===== src/rtl/button_bank_pkg.sv =====
// Purpose: shared FSM state type, its encodings and a counter-range helper for button_bank.
// Latency: n/a, holds types and functions only.
// Backpressure: none.
package button_bank_pkg;

  localparam logic [1:0] ENC_IDLE  = 2'b00;
  localparam logic [1:0] ENC_PRESS = 2'b01;
  localparam logic [1:0] ENC_HELD  = 2'b10;

  typedef enum logic [1:0] {
    IDLE  = ENC_IDLE,
    PRESS = ENC_PRESS,
    HELD  = ENC_HELD
  } btn_state_t;

  // A count is usable when it is at least 1 and representable in a w-bit counter.
  function automatic bit cnt_ok(input longint c, input int w);
    if (c < 1) return 1'b0;
    if (w >= 63) return 1'b1;
    return c < (longint'(1) << w);
  endfunction

endpackage


===== src/rtl/button_chan.sv =====
// Purpose: one debounced button channel: sync, hysteresis debounce, edges, toggles, press classification.
// Latency: switch->level 2+ON/OFF cycles; edge, short_release, long_press pulses one cycle after level moves.
// Backpressure: none; free-running. Optional auto-repeat when BUTTON_BANK_REPEAT_EN is defined.
module button_chan
  import button_bank_pkg::*;
#(
  parameter int CNT_W                  = 32,
  parameter int TURN_ON_CLOCK_COUNT    = 60000,
  parameter int TURN_OFF_CLOCK_COUNT   = 35000,
  parameter int LONG_PRESS_CLOCK_COUNT = 50000000,
  parameter int REPEAT_CLOCK_COUNT     = 10000000
) (
  input  logic clk,
  input  logic reset_b,
  input  logic switch,
  input  logic clr_toggle,
  output logic level,
  output logic positive_edge,
  output logic negative_edge,
  output logic positive_toggled,
  output logic negative_toggled,
  output logic long_press,
  output logic short_release,
  output logic repeat_pulse
);

  if (!cnt_ok(longint'(TURN_ON_CLOCK_COUNT), CNT_W) ||
      !cnt_ok(longint'(TURN_OFF_CLOCK_COUNT), CNT_W) ||
      !cnt_ok(longint'(LONG_PRESS_CLOCK_COUNT), CNT_W) ||
      !cnt_ok(longint'(REPEAT_CLOCK_COUNT), CNT_W)) begin : g_bad_count
    $error("button_chan: every *_CLOCK_COUNT must be >= 1 and fit in CNT_W bits");
  end

  logic             sync_q1;
  logic             sync_q2;
  logic             level_d;
  logic [CNT_W-1:0] db_cnt;
  logic [CNT_W-1:0] db_limit;
  logic [CNT_W-1:0] hold_cnt;
  logic [CNT_W-1:0] hold_inc;
  logic             rise_now;
  logic             fall_now;
  btn_state_t       state;

  // Debounce threshold depends on which way the level would move; hold counter saturates.
  always_comb begin
    db_limit = level ? CNT_W'(TURN_OFF_CLOCK_COUNT - 1) : CNT_W'(TURN_ON_CLOCK_COUNT - 1);
    hold_inc = (hold_cnt == '1) ? hold_cnt : hold_cnt + CNT_W'(1);
    rise_now = level & ~level_d;
    fall_now = ~level & level_d;
  end

  // Two-flop synchroniser for the asynchronous pin.
  always_ff @(posedge clk or negedge reset_b) begin
    if (!reset_b) begin
      sync_q1 <= 1'b0;
      sync_q2 <= 1'b0;
    end else begin
      sync_q1 <= switch;
      sync_q2 <= sync_q1;
    end
  end

  // Hysteresis debounce: level flips only after the synced input disagrees for a full count.
  always_ff @(posedge clk or negedge reset_b) begin
    if (!reset_b) begin
      level  <= 1'b0;
      db_cnt <= '0;
    end else if (sync_q2 != level) begin
      if (db_cnt == db_limit) begin
        level  <= ~level;
        db_cnt <= '0;
      end else begin
        db_cnt <= db_cnt + CNT_W'(1);
      end
    end else begin
      db_cnt <= '0;
    end
  end

  // Registered edge pulses, one cycle after the level moves.
  always_ff @(posedge clk or negedge reset_b) begin
    if (!reset_b) begin
      level_d       <= 1'b0;
      positive_edge <= 1'b0;
      negative_edge <= 1'b0;
    end else begin
      level_d       <= level;
      positive_edge <= rise_now;
      negative_edge <= fall_now;
    end
  end

  // Toggle flops; a clear beats a coincident edge.
  always_ff @(posedge clk or negedge reset_b) begin
    if (!reset_b) begin
      positive_toggled <= 1'b0;
      negative_toggled <= 1'b0;
    end else if (clr_toggle) begin
      positive_toggled <= 1'b0;
      negative_toggled <= 1'b0;
    end else begin
      if (positive_edge) positive_toggled <= ~positive_toggled;
      if (negative_edge) negative_toggled <= ~negative_toggled;
    end
  end

`ifdef BUTTON_BANK_REPEAT_EN
  logic [CNT_W-1:0] rpt_cnt;
  logic [CNT_W-1:0] rpt_inc;

  // Saturating increment for the repeat period counter.
  always_comb rpt_inc = (rpt_cnt == '1) ? rpt_cnt : rpt_cnt + CNT_W'(1);
`else
  assign repeat_pulse = 1'b0;
`endif

  // Press classifier: transitions use the same condition that fires the edge pulses, so
  // short_release and long_press land on the same cycle as the corresponding edge timing.
  // hold_cnt counts cycles the level has been high, including the rise cycle.
  always_ff @(posedge clk or negedge reset_b) begin
    if (!reset_b) begin
      state         <= IDLE;
      hold_cnt      <= '0;
      long_press    <= 1'b0;
      short_release <= 1'b0;
`ifdef BUTTON_BANK_REPEAT_EN
      rpt_cnt       <= '0;
      repeat_pulse  <= 1'b0;
`endif
    end else begin
      long_press    <= 1'b0;
      short_release <= 1'b0;
`ifdef BUTTON_BANK_REPEAT_EN
      repeat_pulse  <= 1'b0;
`endif
      case (state)
        IDLE: begin
          if (rise_now) begin
            hold_cnt <= CNT_W'(1);
            if (LONG_PRESS_CLOCK_COUNT == 1) begin
              state      <= HELD;
              long_press <= 1'b1;
`ifdef BUTTON_BANK_REPEAT_EN
              rpt_cnt    <= '0;
`endif
            end else begin
              state <= PRESS;
            end
          end
        end
        PRESS: begin
          if (fall_now) begin
            state         <= IDLE;
            short_release <= 1'b1;
            hold_cnt      <= '0;
          end else if (hold_cnt == CNT_W'(LONG_PRESS_CLOCK_COUNT - 1)) begin
            state      <= HELD;
            long_press <= 1'b1;
            hold_cnt   <= hold_inc;
`ifdef BUTTON_BANK_REPEAT_EN
            rpt_cnt    <= '0;
`endif
          end else begin
            hold_cnt <= hold_inc;
          end
        end
        HELD: begin
          if (fall_now) begin
            state    <= IDLE;
            hold_cnt <= '0;
`ifdef BUTTON_BANK_REPEAT_EN
            rpt_cnt  <= '0;
`endif
          end else begin
            hold_cnt <= hold_inc;
`ifdef BUTTON_BANK_REPEAT_EN
            if (rpt_cnt == CNT_W'(REPEAT_CLOCK_COUNT - 1)) begin
              repeat_pulse <= 1'b1;
              rpt_cnt      <= '0;
            end else begin
              rpt_cnt <= rpt_inc;
            end
`endif
          end
        end
        default: state <= IDLE;
      endcase
    end
  end

endmodule


===== src/rtl/button_bank.sv =====
// Purpose: NUM_CH independent debounced push-button channels for UI control logic.
// Latency: switch->level 2+ON/OFF cycles; pulses one cycle later. Auto-repeat needs BUTTON_BANK_REPEAT_EN.
// Backpressure: none; every channel is free-running and independent.
module button_bank
  import button_bank_pkg::*;
#(
  parameter int NUM_CH                 = 4,
  parameter int CNT_W                  = 32,
  parameter int TURN_ON_CLOCK_COUNT    = 60000,
  parameter int TURN_OFF_CLOCK_COUNT   = 35000,
  parameter int LONG_PRESS_CLOCK_COUNT = 50000000,
  parameter int REPEAT_CLOCK_COUNT     = 10000000
) (
  input  logic              clk,
  input  logic              reset_b,
  input  logic [NUM_CH-1:0] switch,
  input  logic [NUM_CH-1:0] clr_toggle,
  output logic [NUM_CH-1:0] level,
  output logic [NUM_CH-1:0] positive_edge,
  output logic [NUM_CH-1:0] negative_edge,
  output logic [NUM_CH-1:0] positive_toggled,
  output logic [NUM_CH-1:0] negative_toggled,
  output logic [NUM_CH-1:0] long_press,
  output logic [NUM_CH-1:0] short_release,
  output logic [NUM_CH-1:0] repeat_pulse
);

  for (genvar i = 0; i < NUM_CH; i++) begin : g_ch
    button_chan #(
      .CNT_W                 (CNT_W),
      .TURN_ON_CLOCK_COUNT   (TURN_ON_CLOCK_COUNT),
      .TURN_OFF_CLOCK_COUNT  (TURN_OFF_CLOCK_COUNT),
      .LONG_PRESS_CLOCK_COUNT(LONG_PRESS_CLOCK_COUNT),
      .REPEAT_CLOCK_COUNT    (REPEAT_CLOCK_COUNT)
    ) u_chan (
      .clk             (clk),
      .reset_b         (reset_b),
      .switch          (switch[i]),
      .clr_toggle      (clr_toggle[i]),
      .level           (level[i]),
      .positive_edge   (positive_edge[i]),
      .negative_edge   (negative_edge[i]),
      .positive_toggled(positive_toggled[i]),
      .negative_toggled(negative_toggled[i]),
      .long_press      (long_press[i]),
      .short_release   (short_release[i]),
      .repeat_pulse    (repeat_pulse[i])
    );
  end

endmodule


===== config.mk =====
export PLATFORM = sky130hd
export DESIGN_NAME = button_bank
export DESIGN_NICKNAME = d
export VERILOG_FILES = /design/src/rtl/button_bank_pkg.sv /design/src/rtl/button_chan.sv /design/src/rtl/button_bank.sv
export SDC_FILE = /design/constraint.sdc
export NUM_CORES = 1
export LEC_CHECK = 0
export ABC_AREA = 1
export BUFFER_PORTS_ARGS = -buffer_cell sky130_fd_sc_hd__buf_4
export CAP_MARGIN = 20
export CORE_MARGIN = 2
export CORE_UTILIZATION = 24
export DETAILED_ROUTE_END_ITERATION = 6
export GPL_TIMING_DRIVEN = 0
export PLACE_DENSITY = 0.44
export SETUP_SLACK_MARGIN = 0.05
export SKIP_LAST_GASP = 1
export SLEW_MARGIN = 20
export SYNTH_ARGS = -nofsm -noshare
export SYNTH_HDL_FRONTEND = slang
export SYNTH_HIERARCHICAL = 1
export SYNTH_SLANG_ARGS = --single-unit

===== constraint.sdc =====
create_clock -name clk -period 2.6 [get_ports clk]
set_input_delay 0 -clock clk [delete_from_list [all_inputs] [get_ports clk]]
set_output_delay 0 -clock clk [all_outputs]
set_load 0.03 [all_outputs]

== Word-level counts from Yosys, hierarchy flattened ==
Cells that the tools add are included.
Operators by class
  add/sub/neg operators: 8
  equal/unequal tests: 40
  mux-type cells: 84
  bitwise gates (word level): 24
  reductions and logical operators: 32
Operators with widths (number)
  two-way mux 32 bit: 20
  adder 32 x 1 -> 32 bit (second input constant): 8
  one-hot mux 32 bit (2 select lines): 4
  equality test 32 x 26 -> 1 bit (second input constant): 4
  equality test 32 bit: 4
  equality test 32 bit (second input constant): 4
  two-way mux 15 bit: 4
  two-way mux 1 bit: 36
  two-way mux 2 bit: 16
  one-hot mux 2 bit (3 select lines): 4
  AND reduction 3 bit: 8
  nonzero test 2 bit: 12
  inequality test 2 x 1 -> 1 bit (second input constant): 8
  inverter 1 bit: 16
  inequality test 3 x 1 -> 1 bit (second input constant): 4
  inequality test 3 x 2 -> 1 bit (second input constant): 4
  bitwise AND 1 bit: 8
  equality test 2 x 1 -> 1 bit (second input constant): 4
  equality test 2 bit (second input constant): 4
  logical NOT 2 bit: 4
  AND reduction 2 bit: 4
  OR reduction 2 bit: 4
  inequality test 1 bit: 4
Storage, ports and cells
  register bits after elaboration: 304
  input bits: 10
  output and inout port bits: 32
  logic and storage cells: 240

== Depth between registers and ports, before layout ==
  depth in word-level cells: 4
  gate-level depth with buffers: 11
  gate-level depth less buffers: 10

== Hierarchy ==
The synthesis kept the hierarchy.
Modules (own cells, without submodules)
  button_chan (g_ch[1].u_chan ...): times used 2, cells an instance 683, area an instance 4994.8 um^2, sequential area each 1901.8 um^2
  button_chan (g_ch[0].u_chan): times used 1, cells an instance 685, area an instance 4897.2 um^2, sequential area each 1901.8 um^2
  button_chan (g_ch[3].u_chan): times used 1, cells an instance 689, area an instance 4769.6 um^2, sequential area each 1901.8 um^2

== Worst setup path after synthesis ==
Ideal clock, no wire load.
  path type: flip-flop to flip-flop
  from: reg g_ch[1].u_chan.state[0]
  to: reg g_ch[1].u_chan.hold_cnt[26]
  library setup time: 118 ps
  arrival time: 1612 ps
  required time: 2482 ps
  setup slack: 870 ps
  cell stages (with the launch flop): 11
  path buffers: 1
  period minus slack after synthesis: 1730 ps
  cell sequence: dfrtp_1 > inv_1 > ha_1 > inv_1 > nor2_8 > nand2_2 > nor2_4 > nand3_4 > nand3_4 > buf_12 > o21ai_2
On the way
  word-level cells in the longest chain between the ends: 4
  elaborated cells between the ends (all ways): 9
RTL lines
  from (decl): line button_chan.sv:43  | btn_state_t state;
  from (signal assigned): line button_chan.sv:123  | state <= IDLE;
  from (signal assigned): line button_chan.sv:142  | state <= HELD;
  from (signal assigned): line button_chan.sv:148  | state <= PRESS;
  equality test 2 x 1 -> 1 bit / equality test 2 bit (equally long branches): line button_chan.sv:137  | case (state)
  OR reduction 2 bit (no source line)
  inequality test 3 x 2 -> 1 bit (no source line) / nonzero test 2 bit (equally long branches)
  AND reduction 3 bit (no source line)
  to (signal assigned): line button_chan.sv:160  | hold_cnt <= hold_inc;
  to (signal assigned): line button_chan.sv:165  | hold_cnt <= hold_inc;
  to (signal assigned): line button_chan.sv:176  | hold_cnt <= hold_inc;
  to (decl): line button_chan.sv:39  | logic [CNT_W-1:0] hold_cnt;
Several ways; a longest one is shown, not always the timed one.
A chain may end at the register's enable or synchronous reset.

== Final worst setup path ==
  from: reg g_ch[1].u_chan.state[0]
  to: reg g_ch[1].u_chan.hold_cnt[22]
The elaborated chain is that of the path after synthesis.

==> impl_metrics.yaml <==
die:
  ios: 42
  rows: 104
  die_area_mm2: 0.0842
  die_w_um: 290
  start_util_pct: 24.3
  core-area_mm2: 0.0808
  die_height_um: 290
sta:
  rsz0062_at_grt: "false"
  fin_crit_sh_pct: 77.3
  setup-violations-final: 0
  setup_tns_ns: 0
  max_freq_ghz: 0.497
  max-slew-margin-rel_pct: 58.8
  drv_slew: 0
  min_period_ns: 2.01
  worst_slew_pin_slew_ns: 0.618
  hold_ws_ns: 0.0565
  hold_viol_final: 0
  finClkSkew_ns: 0.0203
setup_path:
  crit_family: "simple AND/OR/NAND/NOR gates"
  slowest_delay_ns: 0.40
  worstSetupPathType: "flop to flop"
  reg2reg_depth: 10
  crit_buf_inv: 3
  crit_path_end_kind: "flop"
  cp-start-kind: "flop"
  cp.depth: 10
  slowest_stage: "dfrtp_1"
  crit_required_ns: 3.04
  crit_chain: "inv_1, ha_1, inv_1, nor2_8, nand2_2, nor2_4, nand3_4, nand3_4, buf_12, o21ai_2"
  worstPathMaxFanout: 10
  cp.arrival_ns: 2.45
synth:
  async_flop_share_pct: 100
  syn_avg_cell_area_um2: 7.17
  synthCells: 2740
  yosysTopAreaCellShare_pct: 38.7
  synth_area_mm2: 0.0197
  syn_nets: 2774
  yosysSeqAreaShare_pct: 38.7
  yosysWarningCount: 6
  synth_ff_type: "dfrtp_1"
  synth-edff-count: 0
  synth_largest_area_cell: "dfrtp_1"
  synth.distinct_cells: 42
  ys_seq_elements: 304
  synthTopCellsByArea: "dfrtp_1 39%, nand2_1 16%, nor2_1 9.1%"
grt:
  grt_overflow: 0
  antenna_found_initial: 0
  grt_pass1_vias: 16700
  grt_usage_pct: 12.8
  grt_max_degree: 93
  grt_pass1_wl_um: 89200
final_layout:
  fillers: 8828
  final_cells: 3921
  multi_input_area_mm2: 0.0105
  ff_latch_area_mm2: 0.00761
  fin_nets: 2868
  area_growth_pct: 16.1
  final_design_area_no_fill_mm2: 0.0228
  drive_gt1_share_pct: 13.5
pwr:
  switchingPower_mw: 2.41
  combPwrFrac_pct: 2.1
  p_leak_nw: 9.19
  power.density_mw_per_mm2: 469
  ir_drop_uv: 448
  p_int_mw: 8.28
  power_frac_seq_pct: 44.6
  clkPwrFrac_pct: 53.2
  p_sw_share_pct: 22.6
flow_run:
  cap_violations: 0
routing:
  num_vias: 16800
  drc: 0
  via_per_inst: 4.28
  drt_iter0_drc: 968
  wl_per_cell_um: 13.6
  firstDrtPassIters: 5
  wirelength_um: 53300
  postRouteAntennaNets: 0
cts:
  cts-root-buf: "clkbuf_16"
  clock-sinks: 304
  clk_pin_slew_ns: 0.06
  cts_buffer_depth: 3
  cts_setup_buffers: 0
  numCtsBuffers: 42
  clkLatencyLatePin_ns: 0.56
  tritoncts: "done"
  htreeDepth: 2
placement:
  place_hpwl_um: 39400
  placedCellCount: 3840
  port_buffers: 37
  place_area_mm2: 0.0214
  place_congestion: 0.831
outcome:
  outcome: "complete, no violations"
hold_path:
  hold_path_class: "primary input to asynchronous set/reset pin"
synthesized netlist by cell type, drive strengths merged (3+ instances only):
master,count
o21ai,126
buf,35
and3,10
conb,4
nand2,912
clkbuf,11
nand3b,7
nor3,90
o211ai,6
nand3,180
a21oi,21
and2,3
o21bai,13
dfrtp,304
ha,24
nand4,67
o31ai,4
or2,7
clkinv,3
inv,286
xor2,73
nor2,524
xnor2,29
worst min-delay path: stages:
cell and delay [ns]:
dlygate4sd3_1 0.56, buf_8 0.16, buf_16 0.26
layer usage:
metal	GRT usage (%)	wire length [um]	vias up	part of all wire [%]
met5	0	0	-	0
met1	17.5	26400	7738	49
met3	2.19	1890	55	3.5
li1	-	-	8812	-
met4	3.13	1010	0	1.9
met2	21.0	24000	193	45
cells in the final DEF (no fill, tap or decap), types with 11 or more instances in the layout:
cell type	synthesis	final
nand3_1	168	168
clkbuf_1	11	17
inv_2	14	14
nor2_4	15	15
clkbuf_8	0	13
xor2_1	73	73
nor3_1	85	85
a21oi_1	20	20
clkbuf_16	0	43
o21bai_1	13	13
nand4_1	67	67
o21ai_2	97	97
o21ai_0	18	18
o21ai_1	11	11
nand2_1	848	848
ha_1	24	24
inv_1	272	272
xnor2_1	29	29
buf_2	11	11
nor2_2	22	22
nor2_1	478	478
nand2_2	53	53
buf_4	4	40
dfrtp_1	304	304
kinds of logic (layout without fill, tap and decap cells):
group           count (synthesis)  count (layout)  share of synthesized area [%]
compound gates                171             171                           6.57
xor+xnor                      102             102                           4.54
buf+inv                       335             455                           7.74
flops                         304             304                           38.7
fa+ha+maj                      24              24                           1.53
simple gates                 1800            1800                           40.8
other cells                     4               5                         0.0764
path summary, 6_finish.rpt:
path	end	slack, ns	startpoint
worst min-delay path	g_ch[0].u_chan/state[0]	0.06	reset_b
worst min register to register	g_ch[1].u_chan/sync_q2	0.34	g_ch[1].u_chan/sync_q1
max in group asynchronous	g_ch[3].u_chan/db_cnt[24]	1.64	reset_b
worst max register to register	g_ch[1].u_chan/hold_cnt[22]	0.59	g_ch[1].u_chan/state[0]
worst max-delay path	g_ch[1].u_chan/hold_cnt[22]	0.59	g_ch[1].u_chan/state[0]
min in group clk	g_ch[3].u_chan/sync_q1	0.09	switch[3]
final cells by class:
cell class	count	area share [%]
antenna	1	0.0110
timing repair buffer	50	2.13
clock inverter	8	0.323
tap	1060	5.81
multi-input combinational	2101	46.1
clock buffer	62	5.60
buffer	46	1.91
inverter	289	4.75
sequential	304	33.3
sequential cells by signal (all words and copies together) (netlist names):
signal and flops:
g_ch.u_chan/negative_edge 4, g_ch.u_chan/sync_q1 4, g_ch.u_chan/long_press 4, g_ch.u_chan/state 8, g_ch.u_chan/short_release 4, g_ch.u_chan/negative_toggled 4
g_ch.u_chan/positive_toggled 4, g_ch.u_chan/positive_edge 4, g_ch.u_chan/level 4, g_ch.u_chan/level_d 4, g_ch.u_chan/hold_cnt 128, g_ch.u_chan/sync_q2 4
g_ch.u_chan/db_cnt 128
power by group through the flow:
stage / Clock [mW] / Combinational (mW) / Sequential, mW
after global routing: 6.15 / 0.272 / 4.77
after global placement: 0 / 0.208 / 4.86
after CTS: 6.00 / 0.247 / 4.77
final: 5.69 / 0.230 / 4.77
after detailed placement: 0 / 0.227 / 4.86
after floorplan: 0 / 0.0691 / 4.85
per-stage QoR:
step                      power [mW]  setup WS [ns]  util (%)
after floorplan                 4.92          0.870         -
after global placement          5.06          -1.75      26.3
after detailed placement        5.08          0.588      26.4
after CTS                       11.0          0.565      28.2
after global routing            11.2          0.417      28.2
final                           10.7          0.590      28.2
repair_timing:
item,in CTS,in global routing
hold buffers,10,0
gates resized for setup,0,0
hold endpoints to repair,224,0
Power figures use the tool's default switching activity.
